### config.mk
export PLATFORM = sky130hd
export DESIGN_NAME = multicycle_seq
export DESIGN_NICKNAME = d
export VERILOG_FILES = /design/src/rtl/seq_pkg.sv /design/src/rtl/seq_opclass_dec.sv /design/src/rtl/multicycle_seq.sv
export SDC_FILE = /design/constraint.sdc
export NUM_CORES = 1
export LEC_CHECK = 0
export ABC_CLOCK_PERIOD_IN_PS = 6900
export BUFFER_PORTS_ARGS = -buffer_cell sky130_fd_sc_hd__buf_2
export CAP_MARGIN = 20
export CORE_UTILIZATION = 50
export DETAILED_ROUTE_END_ITERATION = 8
export MAX_ROUTING_LAYER = met4
export PLACE_DENSITY = 0.76
export SYNTH_ARGS = -nofsm -noshare
export SYNTH_HDL_FRONTEND = slang
export SYNTH_SLANG_ARGS = --single-unit
### constraint.sdc
create_clock -name clk -period 6.9 [get_ports clk]
set_input_delay 2.07 -clock clk [delete_from_list [all_inputs] [get_ports clk]]
set_output_delay 2.07 -clock clk [all_outputs]
set_load 0.1 [all_outputs]
### src/rtl/seq_pkg.sv
// Shared definitions for the RV32I multi-cycle sequencer: state codes,
// opcode constants, the instruction-class encoding and the boundary helper.
package seq_pkg;

    localparam logic [2:0] FETCH   = 3'd0;
    localparam logic [2:0] DECODE  = 3'd1;
    localparam logic [2:0] EXECUTE = 3'd2;
    localparam logic [2:0] MEM     = 3'd3;
    localparam logic [2:0] WB      = 3'd4;
    localparam logic [2:0] HALT    = 3'd5;
    localparam logic [2:0] TRAP    = 3'd6;

    localparam logic [6:0] OP_R      = 7'b0110011;
    localparam logic [6:0] OP_I      = 7'b0010011;
    localparam logic [6:0] OP_LOAD   = 7'b0000011;
    localparam logic [6:0] OP_STORE  = 7'b0100011;
    localparam logic [6:0] OP_BRANCH = 7'b1100011;
    localparam logic [6:0] OP_JAL    = 7'b1101111;
    localparam logic [6:0] OP_JALR   = 7'b1100111;
    localparam logic [6:0] OP_LUI    = 7'b0110111;
    localparam logic [6:0] OP_AUIPC  = 7'b0010111;
    localparam logic [6:0] OP_SYS    = 7'b1110011;

    typedef enum logic [3:0] {
        CLS_R       = 4'd0,
        CLS_I       = 4'd1,
        CLS_LOAD    = 4'd2,
        CLS_STORE   = 4'd3,
        CLS_BRANCH  = 4'd4,
        CLS_JAL     = 4'd5,
        CLS_JALR    = 4'd6,
        CLS_LUI     = 4'd7,
        CLS_AUIPC   = 4'd8,
        CLS_SYS     = 4'd9,
        CLS_ILLEGAL = 4'd10
    } op_class_e;

    // Where an instruction goes once it retires.
    function automatic logic [2:0] boundary_state(input logic halt_req);
        return halt_req ? HALT : FETCH;
    endfunction

endpackage

### src/rtl/seq_opclass_dec.sv
// Combinational RV32I opcode-to-class decoder used by the sequencer.
module seq_opclass_dec
    import seq_pkg::*;
(
    input  logic [6:0] opcode,
    output op_class_e  op_class
);

    always_comb begin
        case (opcode)
            OP_R:      op_class = CLS_R;
            OP_I:      op_class = CLS_I;
            OP_LOAD:   op_class = CLS_LOAD;
            OP_STORE:  op_class = CLS_STORE;
            OP_BRANCH: op_class = CLS_BRANCH;
            OP_JAL:    op_class = CLS_JAL;
            OP_JALR:   op_class = CLS_JALR;
            OP_LUI:    op_class = CLS_LUI;
            OP_AUIPC:  op_class = CLS_AUIPC;
            OP_SYS:    op_class = CLS_SYS;
            default:   op_class = CLS_ILLEGAL;
        endcase
    end

endmodule

### src/rtl/multicycle_seq.sv
// Multi-cycle FETCH/DECODE/EXECUTE/MEM/WB control sequencer for the RV32I core.
// Optional memory-wait watchdog enabled by defining MULTICYCLE_SEQ_TIMEOUT_EN.
module multicycle_seq
    import seq_pkg::*;
#(
    parameter int RESET_STATE_HALT = 0
`ifdef MULTICYCLE_SEQ_TIMEOUT_EN
    ,
    parameter int TIMEOUT_CYCLES   = 256
`endif
) (
    input  logic        clk,
    input  logic        rst,
    input  logic [6:0]  opcode,
    input  logic        imem_ready,
    input  logic        dmem_ready,
    input  logic        halt_req,
    output logic        imem_req,
    output logic        ir_we,
    output logic        ex_we,
    output logic        dmem_req,
    output logic        dmem_we,
    output logic        rf_we,
    output logic        pc_we,
    output logic [31:0] instret,
    output logic [2:0]  state_o,
    output logic        halted,
    output logic        illegal
`ifdef MULTICYCLE_SEQ_TIMEOUT_EN
    ,
    output logic        timeout
`endif
);

    localparam logic [2:0] RESET_STATE = (RESET_STATE_HALT != 0) ? HALT : FETCH;

    logic [2:0]  state_q, state_d;
    op_class_e   class_q, class_d, dec_class;
    logic [31:0] instret_q, instret_d;
    logic        illegal_q, illegal_d;
    logic        retire;

`ifdef MULTICYCLE_SEQ_TIMEOUT_EN
    localparam int CNT_W = (TIMEOUT_CYCLES > 1) ? $clog2(TIMEOUT_CYCLES) : 1;
    logic [CNT_W-1:0] wait_cnt_q, wait_cnt_d;
    logic             timeout_q, timeout_d;
`endif

    seq_opclass_dec u_dec (
        .opcode   (opcode),
        .op_class (dec_class)
    );

    always_comb begin
        state_d   = state_q;
        class_d   = class_q;
        illegal_d = illegal_q;
        retire    = 1'b0;
        imem_req  = 1'b0;
        ir_we     = 1'b0;
        ex_we     = 1'b0;
        dmem_req  = 1'b0;
        dmem_we   = 1'b0;
        rf_we     = 1'b0;
        pc_we     = 1'b0;

        case (state_q)
            FETCH: begin
                imem_req = 1'b1;
                if (imem_ready) begin
                    ir_we   = 1'b1;
                    state_d = DECODE;
                end
            end
            DECODE: begin
                class_d = dec_class;
                case (dec_class)
                    CLS_ILLEGAL: begin
                        state_d   = TRAP;
                        illegal_d = 1'b1;
                    end
                    CLS_SYS: state_d = HALT;
                    default: state_d = EXECUTE;
                endcase
            end
            EXECUTE: begin
                ex_we = 1'b1;
                case (class_q)
                    CLS_BRANCH: begin
                        pc_we   = 1'b1;
                        retire  = 1'b1;
                        state_d = boundary_state(halt_req);
                    end
                    CLS_LOAD, CLS_STORE: state_d = MEM;
                    default:             state_d = WB;
                endcase
            end
            MEM: begin
                dmem_req = 1'b1;
                dmem_we  = (class_q == CLS_STORE);
                if (dmem_ready) begin
                    if (class_q == CLS_STORE) begin
                        pc_we   = 1'b1;
                        retire  = 1'b1;
                        state_d = boundary_state(halt_req);
                    end else begin
                        state_d = WB;
                    end
                end
            end
            WB: begin
                rf_we   = 1'b1;
                pc_we   = 1'b1;
                retire  = 1'b1;
                state_d = boundary_state(halt_req);
            end
            HALT: begin
                if (!halt_req) state_d = FETCH;
            end
            TRAP: state_d = TRAP;
            default: state_d = TRAP;
        endcase

`ifdef MULTICYCLE_SEQ_TIMEOUT_EN
        // Counter only advances while stalled; any state change leaves it at zero.
        wait_cnt_d = '0;
        timeout_d  = 1'b0;
        if ((state_q == FETCH && !imem_ready) || (state_q == MEM && !dmem_ready)) begin
            if (wait_cnt_q == CNT_W'(TIMEOUT_CYCLES - 1)) begin
                state_d   = TRAP;
                timeout_d = 1'b1;
            end else begin
                wait_cnt_d = wait_cnt_q + CNT_W'(1);
            end
        end
`endif

        instret_d = instret_q + {31'd0, retire};

        // Strobes are silenced while reset is held so nothing reaches memory mid-reset.
        if (!rst) begin
            imem_req = 1'b0;
            ir_we    = 1'b0;
            ex_we    = 1'b0;
            dmem_req = 1'b0;
            dmem_we  = 1'b0;
            rf_we    = 1'b0;
            pc_we    = 1'b0;
        end
    end

    always_ff @(posedge clk or negedge rst) begin
        if (!rst) begin
            state_q    <= RESET_STATE;
            class_q    <= CLS_R;
            instret_q  <= '0;
            illegal_q  <= 1'b0;
`ifdef MULTICYCLE_SEQ_TIMEOUT_EN
            wait_cnt_q <= '0;
            timeout_q  <= 1'b0;
`endif
        end else begin
            state_q    <= state_d;
            class_q    <= class_d;
            instret_q  <= instret_d;
            illegal_q  <= illegal_d;
`ifdef MULTICYCLE_SEQ_TIMEOUT_EN
            wait_cnt_q <= wait_cnt_d;
            timeout_q  <= timeout_d;
`endif
        end
    end

    assign instret = instret_q;
    assign state_o = state_q;
    assign halted  = (state_q == HALT);
    assign illegal = illegal_q;
`ifdef MULTICYCLE_SEQ_TIMEOUT_EN
    assign timeout = timeout_q;
`endif

endmodule

* Word level (Yosys, flattened, before mapping)
Index checks and enable logic that the tools add are counted.
Storage, ports and cells: flip-flop bits (word level) 40
Operators by class: muxes and demuxes 27, reductions and logical operators 4, equal/unequal tests 23, add/sub/neg operators 1
Operators by type and width (count):
- 4-bit case mux with 10 select lines | 1
- 32-bit by 1-bit adder with 32-bit output | 1
- 7-bit equality test, second input constant | 4
- 7-bit by 6-bit equality test with 1-bit output, second input constant | 3
- 3-bit case mux with 6 select lines | 1
- 1-bit two-way mux | 17
- 3-bit two-way mux | 5
- 7-bit by 5-bit equality test with 1-bit output, second input constant | 2
- 3-bit case mux with 2 select lines | 2
- 4-bit by 2-bit equality test with 1-bit output, second input constant | 2
- 4-bit equality test, second input constant | 2
- 7-bit by 2-bit equality test with 1-bit output, second input constant | 1
- 3-bit by 2-bit equality test with 1-bit output, second input constant | 2
- 3-bit equality test, second input constant | 2
- 2-bit != test, second input constant | 3
- 4-bit by 3-bit equality test with 1-bit output, second input constant | 1
- 3-bit by 1-bit equality test with 1-bit output, second input constant | 1
- 3-bit zero test | 1
- 1-bit case mux with 3 select lines | 1
- 3-bit AND reduction | 1
- 2-bit AND reduction | 1
- 2-bit OR reduction | 1

* Longest topological paths before layout
depth after elaboration 5, gate-level depth with buffers 11, depth with buffers taken out 10

* Cells and area by module
A second synthesis with hierarchy kept.
Second synthesis, totals: cells, all modules 219, area total of the unflattened synthesis 2264.7 sq um
By module, submodules not included:
- multicycle_seq | cells each 193, times used 1, sequential area each 1001.0 sq um, area an instance 2069.5 sq um
- seq_opclass_dec | cells each 26, times used 1, sequential area each 0.0 sq um, area an instance 195.2 sq um

* Worst setup path before layout
No wires, ideal clock.
kind input port to output port, start point in rst, end point out ir_we, data arrival time 5.172 ns, stages on the path 3, path slack -0.342 ns, cells stage by stage nand2_1 -> nor3_1 -> and2_1
Between the ends: longest elaborated chain between the ends 1
RTL lines:
- start, declared | line multicycle_seq.sv:13 | input logic rst,
- 1-bit two-way mux | line multicycle_seq.sv:141 | if (!rst) begin
- end, declared | line multicycle_seq.sv:19 | output logic ir_we,
Every way passes these cells.

* Worst setup path in the final report
start point in rst, end point out pc_we
Between the ends: longest elaborated chain between the ends 1
RTL lines:
- 1-bit two-way mux | line multicycle_seq.sv:141
- end, declared | line multicycle_seq.sv:24 | output logic pc_we,
Every way passes these cells.

==> impl_metrics.tcl <==
set metrics [dict create \
    antenna_cells 0 \
    dr.pass1.iters 5 \
    cts.htree.levels 2 \
    drtIter0Drc 65 \
    viasPerCell 5.32 \
    grt_use_total_pct 19.7 \
    syn_area_um2 2140 \
    status "complete, no violations" \
    drc 0 \
    die_x_um 67.4 \
    layout_worst_path_cycle_share_pct 77.8 \
    core_area_um2 4060 \
    yosysTopAreaCellShare_pct 46.8 \
    dp_hpwl_um 3140 \
    worstMarginPinSlew_ns 0.577 \
    worst-setup-path-type "input port to output pin" \
    routed_wl_um 4150 \
    r2r_start "state_o[0]" \
    place_inst 327 \
    ios 56 \
    clk_pin_slew_ns 0.07 \
    drive_above_1_share_pct 23.9 \
    cts_tree "yes" \
    cts_setup_buffers 0 \
    grt_pass1_wl_um 6530 \
    min-delay-start "instret[31]" \
    ys_types 38 \
    cap_violations 0 \
    crit_start "rst" \
    synth-edff-count 0 \
    insertion_delay_ns 0.29 \
    yosys_warnings 0 \
    place.gp.congestion 0.794 \
    yosysMostFrequentCell "dfrtp_1" \
    p_per_area_nw_per_um2 366 \
    whs_path_depth 1 \
    crit_path_start_kind "input port" \
    post_cts_resized 0 \
    grt_setup_unrepaired "false" \
    initial_core_util_pct 52.7 \
    clock_path_buffers 2 \
    synth_seq_cells 40 \
    ys_async_sr_fraction_pct 100 \
    cts-root-buf "clkbuf_8" \
    post-place-ws_ns 1.49 \
    r2r_cells 9 \
    wl_per_cell_um 12.4 \
    ir_worst_vdd_v 0.000412 \
    yosys-top-cells-area "dfrtp_1 (47%), xnor2_1 (8.6%), nand2_1 (4.9%), xor2_1 (4.1%), nand3_1 (4.0%)" \
    synthFlopType "dfrtp_1" \
    finalSetupTns_ns 0 \
    antenna_found_initial 0 \
    hold_path.class "flip-flop to flip-flop" \
    worst-path-max-fanout 36 \
    finalSetupViolCount 0 \
    period_needed_ns 5.37 \
    stdcell_count 334 \
    fin_skew_ns 0.00344 \
    max_freq_ghz 0.186 \
    ys_top_cells_by_count "dfrtp_1 (40), nand2_1 (28), xnor2_1 (21)" \
    first_global_vias 1461 \
    synth-seq-area-share_pct 46.8 \
    worstPathArrival_ns 3.30 \
    p_leak_nw 1.30 \
    yosys.area.top_type "dfrtp_1" \
    worstPathRequired_ns 4.83 \
    hold_viol 0 \
    final-max-slew-violation-count 0 \
    syn2layout_area_growth_pct 18.9 \
    fillers 348 \
    slew_headroom_pct 61.4 \
    synth_nets 241 \
    nets 298 \
    setup.worst_path.end_class "output pin" \
    grt-ovfl-total 0 \
    fin_ws_ns 1.53 \
    ant_nets 0 \
    hold_ws_ns 0.467 \
    numCtsBuffers 5 \
    num_vias 1778 \
    avgSynthCellArea_um2 9.43 \
    io_buffers 55 \
    clock-sinks 40 \
    fin_util_pct 62.7 \
    dieHeight_um 67.4 \
    die_area_um2 4540 \
    syn_inst 227 \
    hold_buffers 0 \
    grt_max_degree 37 \
    rows 23 \
]
-- state kept, by name, indices dropped and copies added (netlist names) --
name	cells
instret	32
state_o	3
class_q	4
illegal	1
-- cell families after synthesis --
group / count (synthesis) / synth area share (%)
buffers and inverters: 13 / 2.28
AND/OR/NAND/NOR: 108 / 27.2
flip-flops: 40 / 46.8
XOR/XNOR: 31 / 12.7
AO/OA/AOI/OAI: 33 / 9.88
adder cells (fa/ha/maj): 2 / 1.17
-- routing by layer --
layer	up-vias	wire, um	GRT usage, %
li1	905	-	-
met1	823	2010	25.4
met2	46	1910	30.4
met3	4	188	5.74
met4	0	39	4.79
met5	-	0	-
-- worst max-delay path, stage by stage --
cell	delay [ns]
buf_2	0.19
buf_4	0.42
and2_1	0.18
buf_2	0.42
-- layout make-up --
| cell class | count | area [um^2] | share of cell area [%] |
|---|---|---|---|
| Inverter | 7 | 26.3 | 1.03 |
| Clock buffer | 6 | 72.6 | 2.85 |
| Tap cell | 50 | 62.6 | 2.46 |
| Timing Repair Buffer | 56 | 283 | 11.1 |
| Clock inverter | 1 | 5.00 | 0.197 |
| Multi-Input combinational cell | 174 | 1090 | 43.0 |
| Sequential cell | 40 | 1000 | 39.3 |
-- through the flow --
step                      instance area (um^2)  total power, mW
final                                     2540            0.931
after global routing                      2540            0.990
after CTS                                 2540            0.938
after detailed placement                  2470            0.797
after global placement                    2470            0.793
after floorplan                           2140            0.716
-- cells in the final DEF, fill, tap and decap left out, types with 9 or more instances in the layout --
cell / netlist / routed
nor2_1: 18 / 18
nand3_1: 17 / 17
nand2_1: 28 / 28
xor2_1: 10 / 10
and3_1: 9 / 9
dfrtp_1: 40 / 40
buf_2: 0 / 55
o21ai_0: 10 / 10
xnor2_1: 21 / 21
-- worst paths after layout --
path	endpoint	slack, ns
max reg2reg	instret[18]	4.16
min reg2reg	instret[31]	0.47
max in group asynchronous	class_q[1]	4.62
min	instret[31]	0.47
max	pc_we	1.53
min in group asynchronous	state_o[2]	1.62
-- power breakdown --
group | leakage, nW | switching [mW] | internal [mW] | total (mW)
Sequential | 0.532 | 0.0619 | 0.273 | 0.335
Clock | 0.0410 | 0.0718 | 0.0686 | 0.140
Combinational | 0.730 | 0.359 | 0.0961 | 0.456
Note: power is estimated with default switching activity, not from simulation.
